File: src/rtl/sreg_ctrl_pkg.sv
// Shared types and sizing for the pixel shift-register readout sequencer.
package sreg_ctrl_pkg;

   localparam int PIXEL_W      = 42;
   localparam int LANES        = 2;
   localparam int NPIX_W       = 8;
   localparam int SHIFTS       = PIXEL_W / LANES;
   localparam int SAMPLE_CNT_W = $clog2(SHIFTS);

   typedef enum logic [2:0] {
      IDLE,
      LOAD,
      SHIFT,
      OUT,
      FINISH
   } state_e;

endpackage

File: src/rtl/sreg_lane_deser.sv
// Sample counter plus lane deserialiser: each sample drops one bit per lane into
// its MSB-first position inside the pixel word.
module sreg_lane_deser
   import sreg_ctrl_pkg::*;
(
   input  logic                 sclk,
   input  logic                 rst_n,
   input  logic                 clear_i,
   input  logic                 sample_en_i,
   input  logic [LANES-1:0]     lane_i,
   output logic [PIXEL_W-1:0]   word_o,
   output logic                 last_sample_o,
   output logic                 next_last_o
);

   localparam logic [SAMPLE_CNT_W-1:0] CNT_LAST = SAMPLE_CNT_W'(SHIFTS - 1);
   localparam logic [SAMPLE_CNT_W-1:0] CNT_PEN  = SAMPLE_CNT_W'(SHIFTS - 2);

   logic [SAMPLE_CNT_W-1:0] cnt_q, cnt_d;
   logic [PIXEL_W-1:0]      word_q, word_d;

   always_comb begin
      cnt_d  = cnt_q;
      word_d = word_q;
      if (clear_i) begin
         cnt_d  = '0;
         word_d = '0;
      end else if (sample_en_i) begin
         // sample k lands on bit (SHIFTS-1-k) of every lane slice
         for (int l = 0; l < LANES; l++) begin
            for (int j = 0; j < SHIFTS; j++) begin
               if (cnt_q == SAMPLE_CNT_W'(SHIFTS - 1 - j)) begin
                  word_d[l*SHIFTS + j] = lane_i[l];
               end
            end
         end
         if (cnt_q != CNT_LAST) begin
            cnt_d = cnt_q + SAMPLE_CNT_W'(1);
         end
      end
   end

   always_ff @(posedge sclk or negedge rst_n) begin
      if (!rst_n) begin
         cnt_q  <= '0;
         word_q <= '0;
      end else begin
         cnt_q  <= cnt_d;
         word_q <= word_d;
      end
   end

   assign word_o        = word_q;
   assign last_sample_o = (cnt_q == CNT_LAST);
   assign next_last_o   = (cnt_q == CNT_PEN);

endmodule

File: src/rtl/sreg_readout_ctrl.sv
// Readout sequencer for the 42-bit pixel shift-register chain: load, shift out
// over two lanes, reassemble, and hand each word to the packetiser.
//
//   state  | meaning
//   IDLE   | waiting for start
//   LOAD   | sreg_load pulse, sample counter cleared
//   SHIFT  | 21 samples of sreg_dout, shift pulse on the first 20
//   OUT    | pix_valid held until pix_ready
//   FINISH | one-cycle done pulse, still busy
module sreg_readout_ctrl
   import sreg_ctrl_pkg::*;
(
   input  logic                sclk,
   input  logic                rst_n,
   input  logic                start_i,
   input  logic                abort_i,
   input  logic [NPIX_W-1:0]   n_pixels_i,
   output logic                sreg_load_o,
   output logic                sreg_shift_o,
   input  logic [LANES-1:0]    sreg_dout_i,
   output logic [PIXEL_W-1:0]  pix_data_o,
   output logic [NPIX_W-1:0]   pix_index_o,
   output logic                pix_valid_o,
   input  logic                pix_ready_i,
   output logic                busy_o,
   output logic                done_o
);

   state_e            state_q, state_d;
   logic [NPIX_W-1:0] npix_q, npix_d;
   logic [NPIX_W-1:0] idx_q, idx_d;
   logic              load_q, shift_q, valid_q, busy_q, done_q;
   logic              shift_d;
   logic              last_sample, next_last;

   sreg_lane_deser u_deser (
      .sclk          (sclk),
      .rst_n         (rst_n),
      .clear_i       (state_q == LOAD),
      .sample_en_i   (state_q == SHIFT),
      .lane_i        (sreg_dout_i),
      .word_o        (pix_data_o),
      .last_sample_o (last_sample),
      .next_last_o   (next_last)
   );

   always_comb begin
      state_d = state_q;
      npix_d  = npix_q;
      idx_d   = idx_q;
      case (state_q)
         IDLE: begin
            if (start_i && !abort_i) begin
               if (n_pixels_i != '0) begin
                  npix_d  = n_pixels_i;
                  idx_d   = '0;
                  state_d = LOAD;
               end else begin
                  state_d = FINISH;
               end
            end
         end
         LOAD:  state_d = SHIFT;
         SHIFT: if (last_sample) state_d = OUT;
         OUT: begin
            if (pix_ready_i) begin
               idx_d   = idx_q + NPIX_W'(1);
               state_d = ((idx_q + NPIX_W'(1)) == npix_q) ? FINISH : LOAD;
            end
         end
         FINISH:  state_d = IDLE;
         default: state_d = IDLE;
      endcase
      // abort in FINISH falls through to IDLE, so it never doubles the done pulse
      if (abort_i && (state_q != IDLE) && (state_q != FINISH)) begin
         state_d = FINISH;
         idx_d   = idx_q;
      end
   end

   // the sample about to be taken next cycle must not be followed by a shift if it is the last
   assign shift_d = (state_d == SHIFT) && !((state_q == SHIFT) && next_last);

   always_ff @(posedge sclk or negedge rst_n) begin
      if (!rst_n) begin
         state_q <= IDLE;
         npix_q  <= '0;
         idx_q   <= '0;
         load_q  <= 1'b0;
         shift_q <= 1'b0;
         valid_q <= 1'b0;
         busy_q  <= 1'b0;
         done_q  <= 1'b0;
      end else begin
         state_q <= state_d;
         npix_q  <= npix_d;
         idx_q   <= idx_d;
         load_q  <= (state_d == LOAD);
         shift_q <= shift_d;
         valid_q <= (state_d == OUT);
         busy_q  <= (state_d != IDLE);
         done_q  <= (state_d == FINISH);
      end
   end

   assign sreg_load_o  = load_q;
   assign sreg_shift_o = shift_q;
   assign pix_index_o  = idx_q;
   assign pix_valid_o  = valid_q;
   assign busy_o       = busy_q;
   assign done_o       = done_q;

endmodule
File: config.mk
export PLATFORM = sky130hd
export DESIGN_NAME = sreg_readout_ctrl
export DESIGN_NICKNAME = d
export VERILOG_FILES = /design/src/rtl/sreg_ctrl_pkg.sv /design/src/rtl/sreg_lane_deser.sv /design/src/rtl/sreg_readout_ctrl.sv
export SDC_FILE = /design/constraint.sdc
export NUM_CORES = 1
export LEC_CHECK = 0
export ABC_AREA = 1
export CORE_MARGIN = 1.5
export CORE_UTILIZATION = 27
export CTS_CLUSTER_DIAMETER = 150
export DETAILED_ROUTE_END_ITERATION = 8
export GPL_TIMING_DRIVEN = 0
export PLACE_DENSITY_LB_ADDON = 0.08
export SLEW_MARGIN = 40
export SYNTH_ARGS = -nofsm -noshare
export SYNTH_HDL_FRONTEND = slang
export SYNTH_SLANG_ARGS = --single-unit
File: constraint.sdc
create_clock -name sclk -period 4.9 [get_ports sclk]
set_clock_uncertainty 0.1 [all_clocks]
set_input_delay 1.47 -clock sclk [delete_from_list [all_inputs] [get_ports sclk]]
set_output_delay 1.47 -clock sclk [all_outputs]
set_load 0.01 [all_outputs]
# After elaboration in Yosys (flattened, before gate mapping)
# Index checks and enable logic that the tools add are counted.
[word_totals]
reg_bits = 71
inputBits = 15
output_inout_bits = 55
word_cells = 184
[op_classes]
addsub = 2
eq_ne = 33
n_mux = 58
bitwise = 1
reduce_logical = 60
[ops]
columns = ["operator", "n"]
rows = [
  ["42-bit 2-to-1 mux", 2],
  ["2-bit nonzero test", 24],
  ["2-bit AND reduction", 22],
  ["1-bit 2-to-1 mux", 42],
  ["5-bit by 4-bit == test with 1-bit output, second input constant", 8],
  ["5-bit == test, second input constant", 5],
  ["8-bit 2-to-1 mux", 3],
  ["5-bit by 3-bit == test with 1-bit output, second input constant", 4],
  ["3-bit 2-to-1 mux", 6],
  ["8-bit one-hot mux with 2 select lines", 1],
  ["5-bit 2-to-1 mux", 3],
  ["3-bit by 2-bit == test with 1-bit output, second input constant", 4],
  ["3-bit one-hot mux with 4 select lines", 1],
  ["5-bit by 2-bit == test with 1-bit output, second input constant", 2],
  ["8-bit by 1-bit adder with 8-bit output, second input constant", 1],
  ["8-bit == test", 1],
  ["8-bit nonzero test", 1],
  ["3-bit by 1-bit == test with 1-bit output, second input constant", 2],
  ["2-bit inequality test, second input constant", 3],
  ["3-bit nonzero test", 2],
  ["5-bit by 1-bit adder with 5-bit output, second input constant", 1],
  ["5-bit by 1-bit == test with 1-bit output, second input constant", 1],
  ["1-bit logical AND", 5],
  ["5-bit logical NOT", 1],
  ["8 further kinds", 9],
]

# Longest topological paths before layout
# Gate-level depths: netlist of run 1.
[logic_depth]
depth_word = 8
depth_mapped = 14
ltp_nobuf = 14

# Cells and area by module
# Synthesis of run 1 repeated with hierarchy kept, for this count alone.
[unflattened]
cells_unflattened = 488
area_unflattened_um2 = 3693.5
[by_module_without_submodules]
columns = ["module", "instances", "cells_per_inst", "area_per_inst_um2", "seq_area_each_um2"]
rows = [
  ["sreg_lane_deser", 1, 303, 2314.7, 1176.1],
  ["sreg_readout_ctrl", 1, 185, 1378.8, 600.6],
]

# Worst setup path after synthesis of run 1
# Ideal clock, no wire load.
[synth_path]
path_type = "input-to-reg"
from = "input port n_pixels_i[0]"
to = "register busy_q, in the netlist busy_o"
setup_ps = 125
arrival_ps = 2402
t_required_ps = 4675
setup_slack_ps = 2273
path_stages = 7
path_buffers = 0
cell_sequence = "or2_2 nor4_4 nor2_2 nor2_1 nand2_1 nand2_2 nand3_1"
[synth_between]
elab_chain_len = 6
[synth_lines]
columns = ["item", "line_no", "rtl"]
rows = [
  ["start: declaration", "sreg_readout_ctrl.sv:17", "input logic [NPIX_W-1:0] n_pixels_i,"],
  ["8-bit nonzero test", "sreg_readout_ctrl.sv:54", "if (n_pixels_i != '0) begin"],
  ["3-bit 2-to-1 mux", "sreg_readout_ctrl.sv:54", ""],
  ["3-bit 2-to-1 mux", "sreg_readout_ctrl.sv:53", "if (start_i && !abort_i) begin"],
  ["3-bit one-hot mux with 4 select lines", "sreg_readout_ctrl.sv:51", "case (state_q)"],
  ["3-bit 2-to-1 mux", "sreg_readout_ctrl.sv:75", "if (abort_i && (state_q != IDLE) && (state_q != FINISH)) begin"],
  ["3-bit nonzero test", "sreg_readout_ctrl.sv:101", "busy_q <= (state_d != IDLE);"],
  ["end signal: assignment", "sreg_readout_ctrl.sv:101", ""],
  ["end: declaration", "sreg_readout_ctrl.sv:32", "logic load_q, shift_q, valid_q, busy_q, done_q;"],
]
# No other way between the ends.
# A chain may end at the register's enable or synchronous reset.

# Worst setup path after layout of run 1
[layout_path]
from = "register idx_q[0], in the netlist pix_index_o[0]"
to = "output port pix_index_o[0]"
[layout_rtl]
columns = ["item", "line_no", "rtl"]
rows = [
  ["start: declaration", "sreg_readout_ctrl.sv:31", "logic [NPIX_W-1:0] idx_q, idx_d;"],
  ["start signal: assignment", "sreg_readout_ctrl.sv:97", "idx_q <= idx_d;"],
  ["end: declaration", "sreg_readout_ctrl.sv:22", "output logic [NPIX_W-1:0] pix_index_o,"],
]
# No word-level cell between the ends.

==> results.toml, run 1 <==
[final_layout]
areaGrowthSynthToFinish_pct = 36.2
diodes = 0
fillerInstances = 1240
layout.cells.non_filler = 644
drive_gt1_frac = 0.124
fin_util = 0.379
nets = 492

[power_and_ir_drop]
cellPowerDensity_mw_per_mm2 = 573
finalPower_w = 0.00262
ir_worst_vdd_uv = 241
p_leak_nw = 2.03

[grt]
grt_pass1_wl_mm = 14.5
antenna_found_initial = 0
gr-total-overflow = 0
track_usage = 0.145
grt_max_degree = 42
first_global_vias = 2791

[floorplanning]
dieArea_mm2 = 0.0131
die_w_um = 115
rows = 40
dieHeight_um = 115
core-area_mm2 = 0.0121
initial_core_util = 0.278
io_pins = 70

[logic_synthesis]
ys_types = 31
yosys-top-cells-area = "dfrtp_1 53%, nand2_1 11%, o21ai_0 4.8%"
synth_top_flop_cell = "dfrtp_1"
synth_cells = 390
ys_top_cells_by_count = "95 x nand2_1, 71 x dfrtp_1, 40 x inv_1"
synth_edf_count = 0
syn_area_mm2 = 0.00336
yosysMostFrequentCell = "nand2_1"
yosysTopAreaCell = "dfrtp_1"
async_reset_ff_frac = 1.00
synth.ff_latch_count = 71
syn_nets = 411
yosysWarnings = 0
ys_seq_area_frac = 0.529
avgSynthCellArea_um2 = 8.61
yosysTopAreaCellShare = 0.529

[critical_path]
slowest_delay_ns = 0.59
crit_path_end_kind = "output port"
critPathKind = "flip-flop to output port"
cp_num_buf_inv = 1
path_delay_family = "buffers and inverters"
path_cells = "clkdlybuf4s50_1"
critPathArrivalTime_ns = 1.40
crit_path_max_fanout = 7
cp-start-kind = "flip-flop"
cp.required_ns = 3.33
crit_slowest_cell = "clkdlybuf4s50_1"

[cts]
cts_max_level = 3
cts_resized = 0
cts_made_buffers = 9
clockBufferDepth = 2
cts_tree = "built"
cts_setup_buffers = 0
cts_num_sinks = 71
hold_buffers = 0
clkTransAtPathRegs_ns = 0.06
root_buffer = "clkbuf_16"
insertion_delay_ns = 0.33

[sta]
fin_crit_sh = 0.606
fmax_ghz = 0.337
drv_slew = 0
worst_pin_slew_ns = 0.455
tns_ns = 0
hold_violations = 0
slew_headroom = 0.695
rsz0062_at_grt = "no"
fin_crit_ns = 2.97
setup_viol = 0

[placement]
gp_congestion = 0.788
dp_cells = 628
port_buffers = 69
dp_hpwl_mm = 6.47

[run_status]
status = "completed"

[routing]
avgViaCountPerCell = 4.38
vias = 2818
dr.pass1.iters = 4
drt_iter0_drc = 107
drt_wl_total_mm = 8.80
antenna_left = 0
wl_per_cell_um = 13.7
drc = 0

[hold_path]
min_path_type = "flip-flop to flip-flop"

[run]
maxCapViolCount = 0
[layout make-up]
| cell class | count | area, µm² | area share |
|---|---|---|---|
| plain buffers | 6 | 32.5 | 0.00712 |
| clock buffers | 11 | 253 | 0.0553 |
| clock inverters | 5 | 32.5 | 0.00712 |
| inverters | 51 | 191 | 0.0419 |
| multi-input cells | 262 | 1360 | 0.297 |
| flip-flops and latches | 71 | 1780 | 0.389 |
| well taps | 168 | 210 | 0.0460 |
| repair buffers | 70 | 719 | 0.157 |
[cell usage in the layout, fill, tap and decap left out, drive strengths merged, types with 5 or more instances in the layout]
cell,n
dfrtp,71
nand3,30
a21oi,9
clkbuf,12
nor3,7
o21ai,55
o22ai,7
nand2,99
a31oi,6
nor2,33
ha,6
clkinv,5
buf,7
clkdlybuf4s50,68
inv,51
[kinds of logic after synthesis]
logic type,Yosys count,synth area share
simple gates,176,0.243
buf+inv,57,0.0667
compound gates,79,0.136
flops,71,0.529
fa+ha+maj,6,0.0224
xor+xnor,1,0.00261
[where the power goes]
part	total, W	switching [W]	internal [W]
clock	0.000618	0.000249	0.000369
sequential	0.000962	0.000153	0.000810
combinational	0.00104	0.000547	0.000491
total	0.00262	0.000948	0.00167
[final timing paths]
kind | endpoint | slack, ns | cells past startpoint | startpoint
max in group asynchronous | npix_q[1]$_DFFE_PN0P_ | 3.28 | 2 | rst_n
worst max register to register | busy_o$_DFF_PN0_ | 2.79 | 12 | pix_index_o[0]$_DFFE_PN0P_
worst min register to register | u_deser.word_o[10]$_DFFE_PN0P_ | 0.39 | 2 | u_deser.word_o[10]$_DFFE_PN0P_
worst min-delay path | u_deser.word_o[10]$_DFFE_PN0P_ | 0.39 | 2 | u_deser.word_o[10]$_DFFE_PN0P_
worst max-delay path | pix_index_o[0] | 1.93 | 1 | pix_index_o[0]$_DFFE_PN0P_
min in group asynchronous | pix_index_o[3]$_DFFE_PN0P_ | 0.92 | 1 | rst_n
[metrics by stage]
stage,setup WS [ns],cell area [µm²],hold slack [ns]
2_1_floorplan,2.27,3360,0.351
3_3_place_gp,-0.429,4260,0.370
3_5_place_dp,1.62,4290,0.376
4_1_cts,1.90,4570,0.390
5_1_grt,1.78,4570,0.419
6_report,1.93,4570,0.388
[per-layer routing]
metal,up-vias,share of wire,GRT usage
met3,7,0.047,0.0365
met5,-,0,0
met2,64,0.42,0.209
met1,1305,0.52,0.212
met4,0,0.0098,0.0450
li1,1442,-,-
[sequential cells by signal, indices dropped and copies added (netlist names), 3 cells and up]
name            count
pix_index_o         8
state_q             3
u_deser.cnt_q       5
u_deser.word_o     42
npix_q              8
(Power assumes the default switching activity.)
==> inputs of run 2 (changes only) <==
==> constraint.sdc (replaced) <==
create_clock -name sclk -period 3 [get_ports sclk]
set_clock_uncertainty 0.1 [all_clocks]
set_input_delay 0.9 -clock sclk [delete_from_list [all_inputs] [get_ports sclk]]
set_output_delay 0.9 -clock sclk [all_outputs]
set_load 0.01 [all_outputs]
==> results of run 2 <==
Same layout as run 1 (identical final DEF). Status: completed.
Main changes from that run: setup slack after placement 1.62 ns -> 0.289 ns; clock-pin slew on the worst setup and hold paths 0.06 ns -> 0.05 ns; setup slack after layout 1.93 ns -> 0.600 ns; hold slack 0.388 ns -> 0.346 ns; register-to-register setup slack 2.79 ns -> 0.89 ns; total power 0.00262 W -> 0.00428 W; worst IR drop on VDD 241 µV -> 394 µV
